`config.mk`:
```
export PLATFORM = sky130hd
export DESIGN_NAME = parking_gate_arbiter
export DESIGN_NICKNAME = d
export VERILOG_FILES = /design/src/rtl/parking_pkg.sv /design/src/rtl/parking_gate_timer.sv /design/src/rtl/parking_gate_arbiter.sv
export SDC_FILE = /design/constraint.sdc
export NUM_CORES = 1
export LEC_CHECK = 0
export BUFFER_PORTS_ARGS = -buffer_cell sky130_fd_sc_hd__clkbuf_2
export CAP_MARGIN = 20
export CELL_PAD_IN_SITES_DETAIL_PLACEMENT = 0
export CELL_PAD_IN_SITES_GLOBAL_PLACEMENT = 1
export CORE_ASPECT_RATIO = 0.75
export CORE_MARGIN = 2
export CORE_UTILIZATION = 40
export DETAILED_ROUTE_END_ITERATION = 10
export MAX_ROUTING_LAYER = met4
export PLACE_DENSITY = 0.76
export SLEW_MARGIN = 20
export SYNTH_ARGS = -nofsm -noshare
export SYNTH_HDL_FRONTEND = slang
export SYNTH_SLANG_ARGS = --single-unit
```
`constraint.sdc`:
```
create_clock -name clk -period 2.2 [get_ports clk]
set_input_delay 0 -clock clk [delete_from_list [all_inputs] [get_ports clk]]
set_output_delay 0 -clock clk [all_outputs]
set_load 0.02 [all_outputs]
```
`src/rtl/parking_pkg.sv`:
```
// Shared types and constants for the car-park gate controller: FSM state encoding,
// lane encoding and the default entry password digits.
package parking_pkg;

  typedef enum logic [2:0] {
    IDLE     = 3'd0,
    WAIT_PWD = 3'd1,
    OPEN_ENT = 3'd2,
    OPEN_EXT = 3'd3,
    CLOSE    = 3'd4
  } state_e;

  localparam logic LANE_ENTRY = 1'b0;
  localparam logic LANE_EXIT  = 1'b1;

  localparam logic [1:0] PASS_1_DEF = 2'b01;
  localparam logic [1:0] PASS_2_DEF = 2'b10;

  function automatic logic is_open(input state_e s);
    return (s == OPEN_ENT) || (s == OPEN_EXT);
  endfunction

endpackage

```
`src/rtl/parking_gate_timer.sv`:
```
// Loadable down-counter. `active` is registered and is high while the count is nonzero;
// loading LOAD_VAL makes it high from the next cycle for exactly LOAD_VAL cycles.
module parking_gate_timer
  import parking_pkg::*;
#(
  parameter int unsigned LOAD_VAL = 4,
  parameter int unsigned W        = (LOAD_VAL < 1) ? 1 : $clog2(LOAD_VAL + 1)
) (
  input  logic clk,
  input  logic rst_n,
  input  logic load,
  output logic active
);

  logic [W-1:0] cnt_q, cnt_d;
  logic         active_q, active_d;

  // NOTE: every signal assigned in always_comb gets a default first, so no path can infer a latch.
  always_comb begin
    cnt_d = cnt_q;
    if (load) begin
      cnt_d = W'(LOAD_VAL);
    end else if (cnt_q != '0) begin
      cnt_d = cnt_q - 1'b1;
    end
    active_d = (cnt_d != '0);
  end

  // NOTE: sequential state uses non-blocking assignments so all flops sample the same pre-edge values.
  always_ff @(posedge clk or negedge rst_n) begin
    if (!rst_n) begin
      cnt_q    <= '0;
      active_q <= 1'b0;
    end else begin
      cnt_q    <= cnt_d;
      active_q <= active_d;
    end
  end

  assign active = active_q;

endmodule

```
`src/rtl/parking_gate_arbiter.sv`:
```
// Shared barrier-gate controller: entry/exit arbitration, password check, open timing
// and occupancy count. Optional entry lockout after 3 bad passwords: define PARK_LOCKOUT_EN.
module parking_gate_arbiter
  import parking_pkg::*;
#(
  parameter int unsigned CAPACITY    = 8,
  parameter int unsigned CNT_W       = 4,
  parameter logic [1:0]  PASS_1      = PASS_1_DEF,
  parameter logic [1:0]  PASS_2      = PASS_2_DEF,
  parameter int unsigned OPEN_CYCLES = 4,
  parameter int unsigned LOCK_CYCLES = 16
) (
  input  logic             clk,
  input  logic             rst_n,
  input  logic             sense_entry,
  input  logic             sense_exit,
  input  logic             pwd_valid,
  input  logic [1:0]       password_1,
  input  logic [1:0]       password_2,
  output logic             gate_open,
  output logic             gate_dir,
  output logic             green_light,
  output logic             red_light,
  output logic [CNT_W-1:0] count_cars,
  output logic             full,
  output logic             empty,
  output logic             pwd_error,
  output logic             lockout
);

  localparam logic [CNT_W-1:0] CAP_VAL = CNT_W'(CAPACITY);

  state_e           state_q, state_d;
  logic             gate_dir_q, gate_dir_d;
  logic             last_grant_q, last_grant_d;
  logic [CNT_W-1:0] count_q, count_d;
  logic             full_q, full_d;
  logic             empty_q, empty_d;
  logic             gate_open_q, gate_open_d;
  logic             green_q, green_d;
  logic             red_q, red_d;
  logic             pwd_error_q, pwd_error_d;

  logic open_load, open_active;
  logic lockout_i, lock_next;
  logic entry_ok, exit_ok, pwd_ok, entry_wins;

  parking_gate_timer #(.LOAD_VAL(OPEN_CYCLES - 1)) u_open_timer (
    .clk    (clk),
    .rst_n  (rst_n),
    .load   (open_load),
    .active (open_active)
  );

`ifdef PARK_LOCKOUT_EN
  logic [1:0] mis_cnt_q, mis_cnt_d;
  logic       lock_load;

  parking_gate_timer #(.LOAD_VAL(LOCK_CYCLES)) u_lock_timer (
    .clk    (clk),
    .rst_n  (rst_n),
    .load   (lock_load),
    .active (lockout_i)
  );

  // Lockout as it will be seen next cycle; used for the registered red light.
  assign lock_next = lock_load | lockout_i;

  always_ff @(posedge clk or negedge rst_n) begin
    if (!rst_n) mis_cnt_q <= '0;
    else        mis_cnt_q <= mis_cnt_d;
  end
`else
  assign lockout_i = 1'b0;
  assign lock_next = 1'b0;
`endif

  assign entry_ok = sense_entry & ~full_q & ~lockout_i;
  assign exit_ok  = sense_exit & ~empty_q;
  assign pwd_ok   = (password_1 == PASS_1) && (password_2 == PASS_2);
  // A full car park already makes entry ineligible, so only the round-robin case remains.
  assign entry_wins = entry_ok & (~exit_ok | (last_grant_q == LANE_EXIT));

  always_comb begin
    state_d      = state_q;
    gate_dir_d   = gate_dir_q;
    last_grant_d = last_grant_q;
    count_d      = count_q;
    pwd_error_d  = 1'b0;
`ifdef PARK_LOCKOUT_EN
    mis_cnt_d    = mis_cnt_q;
    lock_load    = 1'b0;
`endif

    unique case (state_q)
      IDLE: begin
        if (entry_wins) begin
          state_d      = WAIT_PWD;
          gate_dir_d   = LANE_ENTRY;
          last_grant_d = LANE_ENTRY;
        end else if (exit_ok) begin
          state_d      = OPEN_EXT;
          gate_dir_d   = LANE_EXIT;
          last_grant_d = LANE_EXIT;
        end
      end
      WAIT_PWD: begin
        if (!sense_entry) begin
          state_d = IDLE;
        end else if (pwd_valid) begin
          if (pwd_ok) begin
            state_d = OPEN_ENT;
`ifdef PARK_LOCKOUT_EN
            mis_cnt_d = '0;
`endif
          end else begin
            pwd_error_d = 1'b1;
`ifdef PARK_LOCKOUT_EN
            if (mis_cnt_q == 2'd2) begin
              mis_cnt_d = '0;
              lock_load = 1'b1;
              state_d   = IDLE;
            end else begin
              mis_cnt_d = mis_cnt_q + 2'd1;
            end
`endif
          end
        end
      end
      OPEN_ENT: begin
        if (!open_active) begin
          state_d = CLOSE;
          if (count_q < CAP_VAL) count_d = count_q + 1'b1;
        end
      end
      OPEN_EXT: begin
        if (!open_active) begin
          state_d = CLOSE;
          if (count_q != '0) count_d = count_q - 1'b1;
        end
      end
      CLOSE: begin
        // Wait for the served car to clear its sensor so one car counts once.
        if (gate_dir_q == LANE_ENTRY ? !sense_entry : !sense_exit) state_d = IDLE;
      end
      default: state_d = IDLE;
    endcase

    full_d      = (count_d == CAP_VAL);
    empty_d     = (count_d == '0);
    gate_open_d = is_open(state_d);
    green_d     = gate_open_d;
    red_d       = (state_d == WAIT_PWD) |
                  ((state_d == IDLE) & sense_entry & (full_d | lock_next));
    open_load   = is_open(state_d) & ~is_open(state_q);
  end

  always_ff @(posedge clk or negedge rst_n) begin
    if (!rst_n) begin
      state_q      <= IDLE;
      gate_dir_q   <= LANE_ENTRY;
      last_grant_q <= LANE_EXIT;
      count_q      <= '0;
      full_q       <= 1'b0;
      empty_q      <= 1'b1;
      gate_open_q  <= 1'b0;
      green_q      <= 1'b0;
      red_q        <= 1'b0;
      pwd_error_q  <= 1'b0;
    end else begin
      state_q      <= state_d;
      gate_dir_q   <= gate_dir_d;
      last_grant_q <= last_grant_d;
      count_q      <= count_d;
      full_q       <= full_d;
      empty_q      <= empty_d;
      gate_open_q  <= gate_open_d;
      green_q      <= green_d;
      red_q        <= red_d;
      pwd_error_q  <= pwd_error_d;
    end
  end

  assign gate_open   = gate_open_q;
  assign gate_dir    = gate_dir_q;
  assign green_light = green_q;
  assign red_light   = red_q;
  assign count_cars  = count_q;
  assign full        = full_q;
  assign empty       = empty_q;
  assign pwd_error   = pwd_error_q;
  assign lockout     = lockout_i;

endmodule

```
==> results.sh <==
export IMPL_antenna_diode_count=0
export IMPL_power_switching_mw=0.673
export IMPL_power_density_mw_per_mm2=1350
export IMPL_grt_busiest_layer="met1"
export IMPL_io_pin_count=21
export IMPL_routabilityCongestion=0.803
export IMPL_grtUsageMet2_pct=21.7
export IMPL_ys_ff_latch=17
export IMPL_vdd_ir_drop_max_mv=0.437
export IMPL_area_delta_synth_final_pct=18.4
export IMPL_final_instance_count_excl_fill=147
export IMPL_grt_first_pass_wirelength_um=3080
export IMPL_cts_resized_gates=0
export IMPL_postLayoutSetupSlackWorst_ns=0.292
export IMPL_yosysUniqueCellTypes=41
export IMPL_period_minus_slack_ns=1.91
export IMPL_detail_route_wirelength_um=1900
export IMPL_setup_violations_final=0
export IMPL_global_route_usage_met3_pct=5.06
export IMPL_insertion_delay_ns=0.28
export IMPL_synth_area_per_cell_um2=10.5
export IMPL_final_cell_mix="clkbuf_2, dfrtp_1, nand2_1"
export IMPL_holdWs_ns=0.0318
export IMPL_detail_route_antenna_nets=0
export IMPL_share_clk_of_total_power_pct=10.4
export IMPL_place_ws_ns=0.295
export IMPL_detailedRoute_firstPassIterationCount=4
export IMPL_grt_overflow=0
export IMPL_type_of_element_capturing_the_critical_path="register"
export IMPL_synth_top_family_by_area="simple AND/OR/NAND/NOR gates"
export IMPL_yosys_area_share_adder_pct=2.65
export IMPL_io_buffer_count=19
export IMPL_fin_tns_setup_ns=0
export IMPL_status="completed"
export IMPL_synth_net_count=101
export IMPL_first_iter_violations=15
export IMPL_clock_sinks=17
export IMPL_clk_path_buf_depth=2
export IMPL_yosys_mux_area_fraction_pct=2.12
export IMPL_type_of_origin_of_the_critical_path="register"
export IMPL_pwr_share_comb_pct=48.3
export IMPL_power_share_sequential_pct=41.3
export IMPL_core_area_mm2=0.00227
export IMPL_dpl_cell_count=140
export IMPL_detail_route_wl_per_cell_um=12.9
export IMPL_critPathArrivalTime_ns=2.10
export IMPL_synth_sequential_area_ratio_pct=45.2
export IMPL_grt_pass1_vias=635
export IMPL_timing_max_transition_violations_final=0
export IMPL_syn_area_um2=946
export IMPL_max_slew_margin_rel_pct=62.8
export IMPL_grt_max_degree=18
export IMPL_die_y_um=46.1
export IMPL_min_period_over_period_pct=86.7
export IMPL_clock_tree_from_tritoncts="built"
export IMPL_rsz0062_at_grt="false"
export IMPL_fmax_mhz=524
export IMPL_worst_slew_pin_slew_ns=0.551
export IMPL_synthCells=90
export IMPL_row_count=15
export IMPL_synth_compound_area_share_pct=16.7
export IMPL_final_layout_size_suffix_gt1_share_pct=33.6
export IMPL_track_usage_pct=15.7
export IMPL_initial_utilization_pct=41.7
export IMPL_numCtsBuffers=3
export IMPL_drcViolationCount=0
export IMPL_htreeDepth=1
export IMPL_fp_dieW_um=60.2
export IMPL_clkSlewWorstSetupHoldPaths_ns=0.09
export IMPL_die_area_mm2=0.00277
export IMPL_yosys_area_share_simple_pct=26.3
export IMPL_min_delay_path_class="in -> reg"
export IMPL_power_leakage_nw=0.515
export IMPL_grt_antenna_before_repair=0
export IMPL_post_drt_via_cell_ratio=4.98
export IMPL_worst_setup_path_type="reg -> reg"
export IMPL_num_vias=732
export IMPL_critPathMaxFanout=7
export IMPL_cellInternalPower_mw=0.835
export IMPL_finalHoldViolCount=0
export IMPL_layout_cells_most_common="clkbuf_2"
export IMPL_skew_ns=0.00400
export IMPL_netSwitchingFraction_pct=44.6
export IMPL_gr_usage_met1_pct=23.1
export IMPL_synth_yosys_warnings=0
export IMPL_post_synth_xor_area_fraction_pct=0.926
export IMPL_clockRootBuffer="clkbuf_4"
export IMPL_nets_final=125
export IMPL_drv_cap=0
export IMPL_critical_path_required_ns=2.39
export IMPL_detailedPlacementHpwl_um=1510
## power by group through the flow
stage / Clock [mW] / Sequential [mW] / Combinational, mW
6_report: 0.157 / 0.623 / 0.728
2_1_floorplan: 0 / 0.629 / 0.528
5_1_grt: 0.181 / 0.646 / 0.797
3_3_place_gp: 0 / 0.618 / 0.726
4_1_cts: 0.169 / 0.618 / 0.734
3_5_place_dp: 0 / 0.624 / 0.725
## flip-flops by register name (all words and copies together), names as in the netlist
register	cells
count_cars	4
empty	1
full	1
gate_dir	1
green_light	1
last_grant_q	1
pwd_error	1
red_light	1
state_q	3
u_open_timer.active	1
u_open_timer.cnt_q	2
## worst paths after layout
path	from	cells after the start	end	slack, ns
max	count_cars[1]	7	red_light	0.29
min	sense_entry	3	red_light	0.03
max reg2reg	count_cars[1]	7	red_light	0.29
min reg2reg	u_open_timer.cnt_q[0]	1	u_open_timer.cnt_q[0]	0.45
max in group asynchronous	rst_n	2	empty	1.69
min in group asynchronous	rst_n	2	green_light	0.18
## critical path, cell delays in order (launching register included)
cell and delay (ns):
dfrtp_1 0.48, inv_1 0.09, ha_1 0.23, nor3b_2 0.19, a211oi_2 0.26, xnor2_1 0.19
o211ai_2 0.16, o31ai_2 0.23
## cells in the mapped netlist (all sizes together)
cell type	instances	area (um^2)
a21oi	1	5.00
nor4b	3	38.8
o211ai	2	20.0
a311oi	1	15.0
a21boi	2	15.0
nor4	1	6.26
dfstp	2	52.6
conb	1	3.75
nor3b	3	32.5
nand3	1	5.00
nor2b	5	31.3
o31ai	1	12.5
or4	1	8.76
o41ai	1	8.76
xnor2	1	8.76
mux2i	2	20.0
buf	4	27.5
nand2	9	33.8
o21a	2	15.0
inv	7	26.3
nand4	1	6.26
ha	2	25.0
nor3	2	10.0
nand2b	3	21.3
nor2	5	18.8
a32oi	2	17.5
or3b	1	11.3
o2bb2ai	1	15.0
dfrtp	15	375
nand4b	1	8.76
nor4bb	1	10.0
o21ai	3	15.0
and2	1	6.26
a31oi	1	6.26
a211oi	1	12.5
## timing repair
action | 4_1_cts | 5_1_grt
setup buffers | 0 | 0
hold endpoints to repair | 18 | 0
hold buffers | 3 | 0
## metrics by stage
step | area (um^2) | power [mW] | utilization, %
after global routing | 1120 | 1.62 | 49.3
after CTS | 1120 | 1.52 | 49.3
after detailed placement | 1060 | 1.35 | 46.8
final | 1120 | 1.51 | 49.3
after floorplan | 946 | 1.16 | -
after global placement | 1060 | 1.34 | 46.8
## layer usage
| layer | part of all wire, % | vias to the layer above | wire length (um) |
|---|---|---|---|
| li1 | - | 366 | - |
| met1 | 54 | 355 | 1030 |
| met2 | 42 | 11 | 804 |
| met3 | 3.5 | 0 | 66 |
| met4 | 0 | 0 | 0 |
| met5 | 0 | - | 0 |
## cell type report
cell class	count	area (um^2)
Fill cell	231	1150
Multi-Input combinational cell	62	464
Sequential cell	17	428
Timing Repair Buffer	23	133
Tap cell	34	42.5
Clock buffer	4	26.3
Inverter	7	26.3
## kinds of logic (layout without fill, tap and decap cells)
group	Yosys count	after routing
xor gates and xnor gates	1	1
other	1	1
AOI/OAI and AO/OA	18	18
DFF	17	17
muxes	2	2
buffers and inverters	11	34
and+or+nand+nor	38	38
adders and majority gates	2	2
(Power assumes the default switching activity.)
